### config.mk
export PLATFORM = sky130hd
export DESIGN_NAME = bk_add_arbiter
export DESIGN_NICKNAME = d
export VERILOG_FILES = /design/src/rtl/bk_add_arbiter.sv
export SDC_FILE = /design/constraint.sdc
export NUM_CORES = 1
export LEC_CHECK = 0
export BUFFER_PORTS_ARGS = -buffer_cell sky130_fd_sc_hd__buf_2
export CAP_MARGIN = 20
export CELL_PAD_IN_SITES_DETAIL_PLACEMENT = 0
export CELL_PAD_IN_SITES_GLOBAL_PLACEMENT = 1
export CORE_ASPECT_RATIO = 1.5
export CORE_UTILIZATION = 32
export CTS_CLUSTER_SIZE = 12
export DETAILED_ROUTE_END_ITERATION = 6
export PLACE_DENSITY_LB_ADDON = 0.1
export SYNTH_ARGS = -nofsm -noshare
export SYNTH_HDL_FRONTEND = slang
export SYNTH_SLANG_ARGS = --single-unit
### constraint.sdc
create_clock -name clk -period 6.25 [get_ports clk]
set_clock_uncertainty 0.15 [all_clocks]
set_input_delay 1.25 -clock clk [delete_from_list [all_inputs] [get_ports clk]]
set_output_delay 1.25 -clock clk [all_outputs]
set_load 0.05 [all_outputs]
### src/rtl/bk_add_arbiter.sv
// bk_add_arbiter: round-robin arbiter in front of one shared Brent-Kung
// adder, with locked multi-word bursts that chain the carry between beats.

module bk_prefix_add #(
  parameter int W = 16
) (
  input  logic [W-1:0] x,
  input  logic [W-1:0] y,
  input  logic         cin,
  output logic [W:0]   sum
);

  localparam int L = $clog2(W);

  logic [W-1:0] p;
  logic [W-1:0] g;
  logic [W-1:0] pg;

  // g[i] ends up as the carry out of bit i, with cin folded into bit 0
  always_comb begin
    p     = x ^ y;
    g     = x & y;
    g[0]  = g[0] | (p[0] & cin);
    pg    = p;
    for (int d = 0; d < L; d++) begin
      for (int i = 0; i < W; i++) begin
        if ((i + 1) % (2 << d) == 0) begin
          g[i]  = g[i] | (pg[i] & g[i - (1 << d)]);
          pg[i] = pg[i] & pg[i - (1 << d)];
        end
      end
    end
    for (int d = L - 2; d >= 0; d--) begin
      for (int i = 0; i < W; i++) begin
        if ((i + 1 >= (3 << d)) &&
            ((i + 1 - (3 << d)) % (2 << d) == 0)) begin
          g[i] = g[i] | (pg[i] & g[i - (1 << d)]);
        end
      end
    end
    sum = {g[W-1], p ^ {g[W-2:0], cin}};
  end

endmodule

module bk_add_arbiter #(
  parameter int NREQ = 4,
  parameter int W    = 16,
  parameter int IDW  = 2
) (
  input  logic              clk,
  input  logic              rst,
  input  logic [NREQ-1:0]   req_valid,
  output logic [NREQ-1:0]   req_ready,
  input  logic [NREQ*W-1:0] req_x,
  input  logic [NREQ*W-1:0] req_y,
  input  logic [NREQ-1:0]   req_last,
  output logic              rsp_valid,
  input  logic              rsp_ready,
  output logic [W:0]        rsp_sum,
  output logic [IDW-1:0]    rsp_id,
  output logic              rsp_last,
  output logic              busy
);

  typedef enum logic {
    IDLE,
    LOCK
  } state_t;

  state_t         state;
  state_t         state_nx;
  logic [IDW-1:0] rr_ptr;
  logic [IDW-1:0] lock_id;
  logic [IDW-1:0] gnt;
  logic [IDW-1:0] sel;
  logic [IDW-1:0] nxt_ptr;
  logic           found;
  logic           can_acc;
  logic           xfer;
  logic           carry_q;
  logic           cin;
  logic [W-1:0]   opx;
  logic [W-1:0]   opy;
  logic [W:0]     sum;

  always_comb begin
    logic [IDW-1:0] idx;
    idx   = '0;
    gnt   = '0;
    found = 1'b0;
    for (int k = 0; k < NREQ; k++) begin
      idx = IDW'((int'(rr_ptr) + k) % NREQ);
      if (!found && req_valid[idx]) begin
        found = 1'b1;
        gnt   = idx;
      end
    end
  end

  assign can_acc = !rsp_valid || rsp_ready;
  assign sel     = (state == LOCK) ? lock_id : gnt;
  assign busy    = (state == LOCK);

  // the locked requester sees ready even while it has no beat to give
  always_comb begin
    req_ready = '0;
    unique case (state)
      LOCK: req_ready[lock_id] = can_acc;
      IDLE: begin
        if (found) req_ready[gnt] = can_acc;
      end
      default: req_ready = '0;
    endcase
  end

  assign xfer    = req_valid[sel] & req_ready[sel];
  assign nxt_ptr = (sel == IDW'(NREQ - 1)) ? '0 : sel + IDW'(1);

  assign opx = req_x[sel*W +: W];
  assign opy = req_y[sel*W +: W];
  assign cin = (state == LOCK) & carry_q;

  bk_prefix_add #(
    .W (W)
  ) u_add (
    .x   (opx),
    .y   (opy),
    .cin (cin),
    .sum (sum)
  );

  always_comb begin
    state_nx = state;
    unique case (state)
      IDLE: begin
        if (xfer && !req_last[sel]) state_nx = LOCK;
      end
      LOCK: begin
        if (xfer && req_last[sel]) state_nx = IDLE;
      end
      default: state_nx = IDLE;
    endcase
  end

  always_ff @(posedge clk) begin
    if (rst) state <= IDLE;
    else     state <= state_nx;
  end

  always_ff @(posedge clk) begin
    if (rst) begin
      rr_ptr    <= '0;
      lock_id   <= '0;
      carry_q   <= 1'b0;
      rsp_valid <= 1'b0;
      rsp_sum   <= '0;
      rsp_id    <= '0;
      rsp_last  <= 1'b0;
    end else begin
      if (xfer) begin
        carry_q  <= sum[W];
        rsp_sum  <= sum;
        rsp_id   <= sel;
        rsp_last <= req_last[sel];
        if (req_last[sel]) rr_ptr  <= nxt_ptr;
        else               lock_id <= sel;
      end
      if (xfer)           rsp_valid <= 1'b1;
      else if (rsp_ready) rsp_valid <= 1'b0;
    end
  end

endmodule

======== Yosys cells after proc, flatten, opt, wreduce, memory -nomap -nowiden ========
Index checks and enable logic that the tools add are counted.
storage, ports and cells
  flip-flop bits (word level) ............. 27
  bits in latches ......................... 0
  RAM bits ................................ 0
  memory bits (read-only) ................. 0
  input bits .............................. 139
  output and inout bits ................... 26
  logic and storage cells ................. 149
  memories ................................ 0
operators by class
  add/subtract/negate cells ............... 4
  $mul .................................... 0
  div/mod/pow operators ................... 0
  order comparisons ....................... 9
  equal/unequal tests ..................... 1
  shift-type cells ........................ 2
  muxes and demuxes ....................... 35
  bitwise gates (word level) .............. 74
  reductions and logical operators ........ 16
operators with widths
  kind                 count
  $shiftx 64x7->16     2
  $and 1x1->1          40
  $xor 16x16->16       2
  $or 1x1->1           27
  $lt 2x3->1 const B   7
  $mux 1               17
  $and 16x16->16       1
  $bmux 1 s2           7
  $mux 2               6
  $and 4x4->4          2
  $pmux 4 s2           1
  $logic_and 1x1->1    7
  $logic_not 1->1      5
  $add 2x1->2 const B  2
  $add 2x2->2 const B  2
  $demux 1 s2          2
  $ge 2x1->1 const B   2
  $mux 4               1
  $reduce_and 2->1     2
  $eq 2x2->1 const B   1
  $not 1->1            2
  $pmux 1 s2           1
  $reduce_bool 2->1    1
  $logic_or 1x1->1     1

======== Longest topological paths before layout ========
Gate-level depths: netlist (run 1).
  word-level depth ........................ 30
  gate-level depth with buffers ........... 22
  mapped depth without buffers ............ 20

======== Hierarchy ========
A second synthesis (run 1) with hierarchy kept.
second synthesis, totals
  cells, all modules ...................... 464
  area total of the unflattened synthesis .. 3100.5 µm²
modules (own cells, without submodules)
  module          times used  cells each  area an instance (µm²)  seq. area each (µm²)
  bk_add_arbiter  1           391         2438.6                  520.5
  bk_prefix_add   1           73          661.9                   0.0

======== Least setup slack after synthesis (run 1) ========
Ideal clock, no wire load.
  path kind ............................... input to register
  start ................................... input req_valid[2]
  end ..................................... register rsp_sum[14]
  library setup time ...................... 0.086 ns
  arrival time ............................ 5.137 ns
  data required time ...................... 6.014 ns
  setup slack ............................. 0.878 ns
  stages .................................. 18
  buffers on the path ..................... 1
  cells stage by stage .................... and2b_1 -> nor3b_2 -> o21ai_0 -> nand2_1 -> buf_2 -> mux2_2 -> o21ai_0 -> fa_1 -> inv_1 -> fa_1 -> a21o_1 -> a21o_1 -> a41o_1 -> a41oi_1 -> inv_1 -> a31oi_1 -> fa_1 -> a211oi_1
between the ends
  cells in the longest elaborated chain, start to end .. 28
  elaborated cells on any way between the ends .. 77
  classes of those cells .................. order compare: 2; shift: 2; mux: 25; bitwise: 41; reduce/logical: 7
RTL lines
  what                          line  text
  start, declared               53    input logic [NREQ-1:0] req_valid,
  $bmux 1 s2                    94    if (!found && req_valid[idx]) begin
  $mux 1 (not written as such)  94
  $mux 1                        94
  $logic_not 1->1               94
  $logic_and 1x1->1             94
  $mux 1                        94
  $logic_not 1->1               94
  $logic_and 1x1->1             94
  (+12 left out)                --
  $or 1x1->1                    28    g[i] = g[i] | (pg[i] & g[i - (1 << d)]);
  $and 1x1->1                   28
  $or 1x1->1                    28
  $and 1x1->1                   37    g[i] = g[i] | (pg[i] & g[i - (1 << d)]);
  $or 1x1->1                    37
  $and 1x1->1                   37
  $or 1x1->1                    37
  $xor 16x16->16                41    sum = {g[W-1], p ^ {g[W-2:0], cin}};
  end signal, assigned          163   rsp_sum <= sum;
  end, declared                 60    output logic [W:0] rsp_sum,
Parallel ways exist; a longest one is shown, timed or not. The select of a mux whose other input is x is not followed.
A chain may end at the register's enable or synchronous reset.

======== Final worst setup path (run 1) ========
  start ................................... input req_valid[0]
  end ..................................... register rsp_sum[14]
The elaborated chain is that of the path after synthesis.

==> results of run 1 <==
## layout make-up
class                   count  area [sq um]
clock buffers               3         75.07
inverters                  16         60.06
flip-flops and latches     26         520.5
clock inverters             1         30.03
well taps                 110         137.6
multi-input cells         281          2270
fillers                   989          4962
repair buffers            170         878.3
## power by group through the flow
stage,logic (W),registers [W],clock network [W]
floorplan,0.00137,0.000408,0
global placement,0.00193,0.000273,0
detailed placement,0.00194,0.000274,0
CTS,0.00195,0.000271,0.000192
global route,0.00214,0.000278,0.000198
finish,0.00192,0.000270,0.000190
## metal layers
| metal | vias to the layer above | track usage [%] |
|---|---|---|
| li1 | 1575 | - |
| met1 | 1400 | 21.49 |
| met2 | 102 | 35.33 |
| met3 | 7 | 1.901 |
| met4 | 0 | 5.469 |
| met5 | - | 0 |
## cell families after synthesis
logic type | synth area share (%)
multiplexers | 28.01
buffers and inverters | 6.697
flip-flops | 17.52
XOR/XNOR | 2.064
AO/OA/AOI/OAI | 19.63
AND/OR/NAND/NOR | 13.69
adder cells (fa/ha/maj) | 12.38
## per-stage QoR
| stage | setup slack [ns] | util, % | instance area (sq um) |
|---|---|---|---|
| detailed placement | 0.3620 | 43.28 | 3866 |
| global placement | 0.4927 | 43.28 | 3866 |
| global route | 0.1642 | 44.45 | 3971 |
| finish | 0.6680 | 44.45 | 3971 |
| CTS | 0.6405 | 44.45 | 3971 |
| floorplan | 0.8775 | - | 2970 |
## synth_stat cells (3+ instances only)
cell      number
nand2_1       17
a21o_1         7
o21ai_1        8
nor3_1        13
clkbuf_1       6
inv_1         16
buf_2          9
o21ai_0        7
mux2i_1       55
dfxtp_1       26
mux2_2        25
buf_4          6
xnor2_1        7
a21oi_1       30
nor2_1        23
fa_1           9
nand3_1       13
nor2b_1        4
a22oi_1        3
ha_1          15
a211oi_1       9
## registers in the layout, summed over array words and instances (netlist names), named ones only
signal and flops:
lock_id 2, rr_ptr 2, rsp_id 2, rsp_last 1, rsp_sum 17, rsp_valid 1
## worst paths after layout
kind | slack, ns | end
worst max-delay path | 0.67 | rsp_sum[14]$_SDFFE_PP0P_
worst max register to register | 1.43 | rsp_sum[14]$_SDFFE_PP0P_
worst min-delay path | 0.32 | rsp_sum[9]$_SDFFE_PP0P_
worst min register to register | 0.32 | rsp_sum[9]$_SDFFE_PP0P_
## worst reg2reg max path: cells and delay by family (launching register included)
kind,cells,cell delay (ns)
adders and majority gates,3,1.04
AOI/OAI and AO/OA,8,1.83
and+or+nand+nor,4,0.72
muxes,1,0.28
DFF,1,0.36
buffers and inverters,3,0.39
==> flow_summary.json, run 1 <==
{
  "status": "complete, no violations",
  "worst_setup_path_start_kind": "primary input",
  "post-cts-setup-buffers": 0,
  "ios": 165,
  "dr_wl_met3_microns": 437,
  "slowest_stage": "fa_1",
  "clk_pin_slew_ns": 0.07,
  "rsz0062_at_grt": "no",
  "cts_tree": "done",
  "crit_family": "compound AO/OA/AOI/OAI gates",
  "num_rows": 42,
  "cts_resized": 0,
  "dr_wl_met2_microns": 4610,
  "p_clk_share_pct": 8.0,
  "diodes": 0,
  "die_w_microns": 80.67,
  "drt-pass1-iter-count": 4,
  "path_cells": "buf_2 -> nor2b_1 -> nor3_1 -> o21ai_0 -> nand2_4 -> buf_12 -> mux2i_1 -> nand2_1 -> o21ai_0 -> fa_1 -> inv_1 -> fa_1 -> a21o_1 -> a21o_1 -> a41o_1 -> a41oi_1 -> inv_1 -> a31oi_1 -> fa_1 -> a211oi_1",
  "via_count": 3084,
  "required_ns": 6.28,
  "drc": 0,
  "startpoint": "req_valid[0]",
  "clkLatencyLatePin_ns": 0.26,
  "syn_inst": 347,
  "crit_cells": 20,
  "post-route-period-util_pct": 89.31,
  "cp_common_cell": "fa_1",
  "ys_top_cells_by_area": "mux2i_1 19%, dfxtp_1 18%, mux2_2 9.5%, ha_1 6.3%, fa_1 6.1%",
  "setup_tns_ns": 0,
  "drv_slew": 0,
  "worst_hold_slack_ns": 0.3154,
  "drt_iter0_markers": 90,
  "hold_path_depth": 2,
  "hold_violations": 0,
  "hp-start": "rsp_sum[9]$_SDFFE_PP0P_",
  "synth-seq-area-share_pct": 17.52,
  "ant_nets": 0,
  "path_max_fanout": 45,
  "wl_met1_microns": 3685,
  "post-place-cells": 603,
  "worst_pin_slew_ns": 0.8752,
  "cp_num_buf_inv": 4,
  "yosysTopAreaCellShare_pct": 18.53,
  "total_power_w": 0.002377,
  "drive_above_1_share_pct": 42.25,
  "netlist_area_sq_mm": 0.002970,
  "grt_pass1_vias": 3119,
  "drt-total-wl_microns": 8868,
  "reg2reg_depth": 19,
  "slew-limit-headroom_pct": 41.65,
  "clock_sinks": 26,
  "min_path_type": "flip-flop to flip-flop",
  "ys_warn_count": 0,
  "core_sq_mm": 0.008934,
  "min_period_ns": 5.582,
  "syn_nets": 510,
  "die-area_sq_mm": 0.009680,
  "layoutNonFillerInstCount": 607,
  "cts_buffer_depth": 2,
  "synth_cell_types": 51,
  "antenna_found_initial": 0,
  "wire_per_inst_microns": 14.61,
  "synth_edf_count": 0,
  "cts-root-buf": "clkbuf_16",
  "ir_drop_mv": 0.2923,
  "seq_power_share_pct": 11.4,
  "layout.nets": 661,
  "synth_ff_type": "dfxtp_1",
  "cts_inserted_buffers": 3,
  "dieHeight_microns": 120,
  "cts.hold.buffers_added": 0,
  "internal_power_w": 0.001149,
  "cts_max_level": 1,
  "final_common_cell": "buf_2",
  "yosysTopAreaCell": "mux2i_1",
  "viasPerCell": 5.081,
  "ys_async_sr_fraction_pct": 0,
  "max_clock_freq_ghz": 0.1791,
  "r2r_start": "rr_ptr[0]$_SDFFE_PP0P_",
  "power_density_mw_per_mm2": 598.5,
  "ys_seq_elements": 26,
  "crit_path_end_kind": "flip-flop",
  "maxCapViolations": 0,
  "p_sw_w": 0.001228,
  "grt_max_degree": 46,
  "area_delta_synth_final_pct": 33.70,
  "cp.arrival_ns": 5.62,
  "grt_overflow": 0,
  "finalSetupViolCount": 0,
  "grt_first_pass_wirelength_microns": 14340,
  "path_class": "primary input to flip-flop",
  "grt_usage_pct": 18.74,
  "io_buffers": 164,
  "p_sw_share_pct": 51.65,
  "mostFrequentLayoutCells": "164 x buf_2, 55 x mux2i_1, 30 x a21oi_1",
  "combPwrFrac_pct": 80.7,
  "leakage_nw": 1.934,
  "dpl.hpwl_microns": 7350,
  "avgSynthCellArea_sq_um": 8.560,
  "start_util_pct": 33.25,
  "critical-path-max-stage-delay_ns": 0.44,
  "place.gp.congestion": 0.8050,
  "top_layer": "met4"
}
Power figures use the tool's default switching activity.
==> inputs of run 2 (changes only) <==
--- a/config.mk
+++ b/config.mk
@@ -10,7 +10,7 @@
 export CELL_PAD_IN_SITES_DETAIL_PLACEMENT = 0
 export CELL_PAD_IN_SITES_GLOBAL_PLACEMENT = 1
 export CORE_ASPECT_RATIO = 1.5
-export CORE_UTILIZATION = 32
+export CORE_UTILIZATION = 34
 export CTS_CLUSTER_SIZE = 12
 export DETAILED_ROUTE_END_ITERATION = 6
 export PLACE_DENSITY_LB_ADDON = 0.1
==> constraint.sdc (replaced) <==
create_clock -name clk -period 6.9 [get_ports clk]
set_clock_uncertainty 0.15 [all_clocks]
set_input_delay 1.38 -clock clk [delete_from_list [all_inputs] [get_ports clk]]
set_output_delay 1.38 -clock clk [all_outputs]
set_load 0.05 [all_outputs]
==> run 2 against run 1 <==
Effect of this change:
- total power down 11%
- routed wire length is 1.4% lower
- combinational power is 9.9% lower
- worst setup slack better by 0.27 ns
- sequential cell count stayed put
- critical path depth is the same
- register-to-register slack gained 0.35 ns
- final area is 0.63% lower
- die area is 5.8% lower
- sequential power fell by 8.1%
- first-iteration DRC count increased by 14%
==> flow_summary.json, run 2 (synthesis gave the netlist of run 1 again) <==
{
  "status": "complete, no violations",
  "post-route-period-util_pct": 86.42,
  "drt-pass1-iter-count": 4,
  "clock_sinks": 26,
  "worst_setup_path_start_kind": "primary input",
  "drive_above_1_share_pct": 42.37,
  "viasPerCell": 5.142,
  "min_path_type": "flip-flop to flip-flop",
  "max_clock_freq_ghz": 0.1677,
  "layout.nets": 662,
  "cts_buffer_depth": 2,
  "hold_violations": 0,
  "path_class": "primary input to flip-flop",
  "setup_tns_ns": 0,
  "num_rows": 41,
  "clkLatencyLatePin_ns": 0.26,
  "cts-root-buf": "clkbuf_16",
  "grt_first_pass_wirelength_microns": 13890,
  "cts_max_level": 1,
  "required_ns": 6.92,
  "ant_nets": 0,
  "drc": 0,
  "core_sq_mm": 0.008464,
  "finalSetupViolCount": 0,
  "rsz0062_at_grt": "no",
  "ir_drop_mv": 0.3733,
  "path_max_fanout": 27,
  "power_density_mw_per_mm2": 535.6,
  "wire_per_inst_microns": 14.45,
  "post-cts-setup-buffers": 0,
  "cts_inserted_buffers": 3,
  "multi_input_area_sq_mm": 0.002270,
  "area_delta_synth_final_pct": 32.86,
  "cts.hold.buffers_added": 0,
  "dpl.hpwl_microns": 7320,
  "place.gp.congestion": 0.8270,
  "diodes": 0,
  "regArea_sq_um": 520.5,
  "largest_register_ffs": 17,
  "cts_tree": "done",
  "clk_pin_slew_ns": 0.06,
  "layoutNonFillerInstCount": 605,
  "min_period_ns": 5.963,
  "mostFrequentLayoutCells": "164 x buf_2, 55 x mux2i_1, 30 x a21oi_1",
  "grt_pass1_vias": 2995,
  "crit_path_end_kind": "flip-flop",
  "io_buffers": 164,
  "maxCapViolations": 0,
  "drt_iter0_markers": 103,
  "regMostFlops": "rsp_sum",
  "dieHeight_microns": 116.5,
  "cts_resized": 0,
  "leakage_nw": 1.928,
  "cp.arrival_ns": 5.99,
  "start_util_pct": 35.09,
  "grt_overflow": 0,
  "post-place-cells": 601,
  "via_count": 3111,
  "grt_usage_pct": 19.12,
  "die_w_microns": 78.32,
  "die-area_sq_mm": 0.009122,
  "worst_pin_slew_ns": 0.8313,
  "fillers": 896,
  "ios": 165,
  "antenna_found_initial": 0,
  "grt_max_degree": 38,
  "slew-limit-headroom_pct": 44.58,
  "drv_slew": 0,
  "final_common_cell": "buf_2",
  "drt-total-wl_microns": 8741
}
-- run 2: changes by cell type in the layout (fill, tap and decap cells not counted) --
cell / delta
buf_12: -1
buf_4: +2
bufinv_16: -1
clkbuf_8: +1
-- run 2: routing by layer --
metal	up-vias	wire length [microns]	global-route usage (%)
met5	-	0	0
met4	0	92	5.185
met3	6	399	1.641
met2	111	4701	36.90
met1	1421	3548	22.31
li1	1573	-	-
-- run 2: worst max-delay path, stage by stage --
cell      delay, ns
buf_2          0.14
nor4_1         0.40
nor3_1         0.12
o21ai_0        0.27
nand2_4        0.41
buf_4          0.34
mux2i_1        0.16
nand2_1        0.06
o21ai_0        0.11
fa_1           0.23
inv_1          0.05
fa_1           0.39
a21o_1         0.18
a21o_1         0.22
a41o_1         0.27
a41oi_1        0.35
inv_1          0.07
a31oi_1        0.20
fa_1           0.44
a211oi_1       0.19
-- run 2: worst paths after layout --
check,slack [ns],cells past startpoint,end,start
setup reg to reg,1.78,19,rsp_sum[14]$_SDFFE_PP0P_,rr_ptr[0]$_SDFFE_PP0P_
hold / removal,0.31,2,rsp_sum[7]$_SDFFE_PP0P_,rsp_sum[7]$_SDFFE_PP0P_
hold reg to reg,0.31,2,rsp_sum[7]$_SDFFE_PP0P_,rsp_sum[7]$_SDFFE_PP0P_
setup / recovery,0.94,20,rsp_sum[14]$_SDFFE_PP0P_,req_valid[1]
-- run 2: cell type report --
| class | count | share of cell area [%] |
|---|---|---|
| multi-input combinational | 281 | 57.51 |
| sequential | 26 | 13.19 |
| timing repair buffer | 171 | 22.13 |
| clock buffer | 4 | 2.251 |
| inverter | 16 | 1.522 |
| tap | 107 | 3.393 |
-- run 2: per-stage QoR --
stage | util [%] | hold slack [ns] | total power [W] | cell area [sq um] | setup WS, ns
after detailed placement | 45.57 | 0.3055 | 0.001998 | 3857 | 0.5760
after global routing | 46.62 | 0.3229 | 0.002327 | 3946 | 0.4358
after global placement | 45.57 | 0.2995 | 0.001987 | 3857 | 0.7471
after CTS | 46.62 | 0.3137 | 0.002146 | 3946 | 0.8394
final | 46.62 | 0.3102 | 0.002114 | 3946 | 0.9371
after floorplan | - | 0.3272 | 0.001614 | 2970 | 1.398
-- run 2: where the power goes --
| part | leakage (nW) | total [W] | switching (W) | internal [W] |
|---|---|---|---|---|
| sequential | 0.214 | 0.000248 | 0.0000437 | 0.000205 |
| combinational | 1.67 | 0.00173 | 0.00101 | 0.000719 |
| clock | 0.0442 | 0.000139 | 0.0000499 | 0.0000886 |
| total | 1.93 | 0.00211 | 0.00110 | 0.00101 |
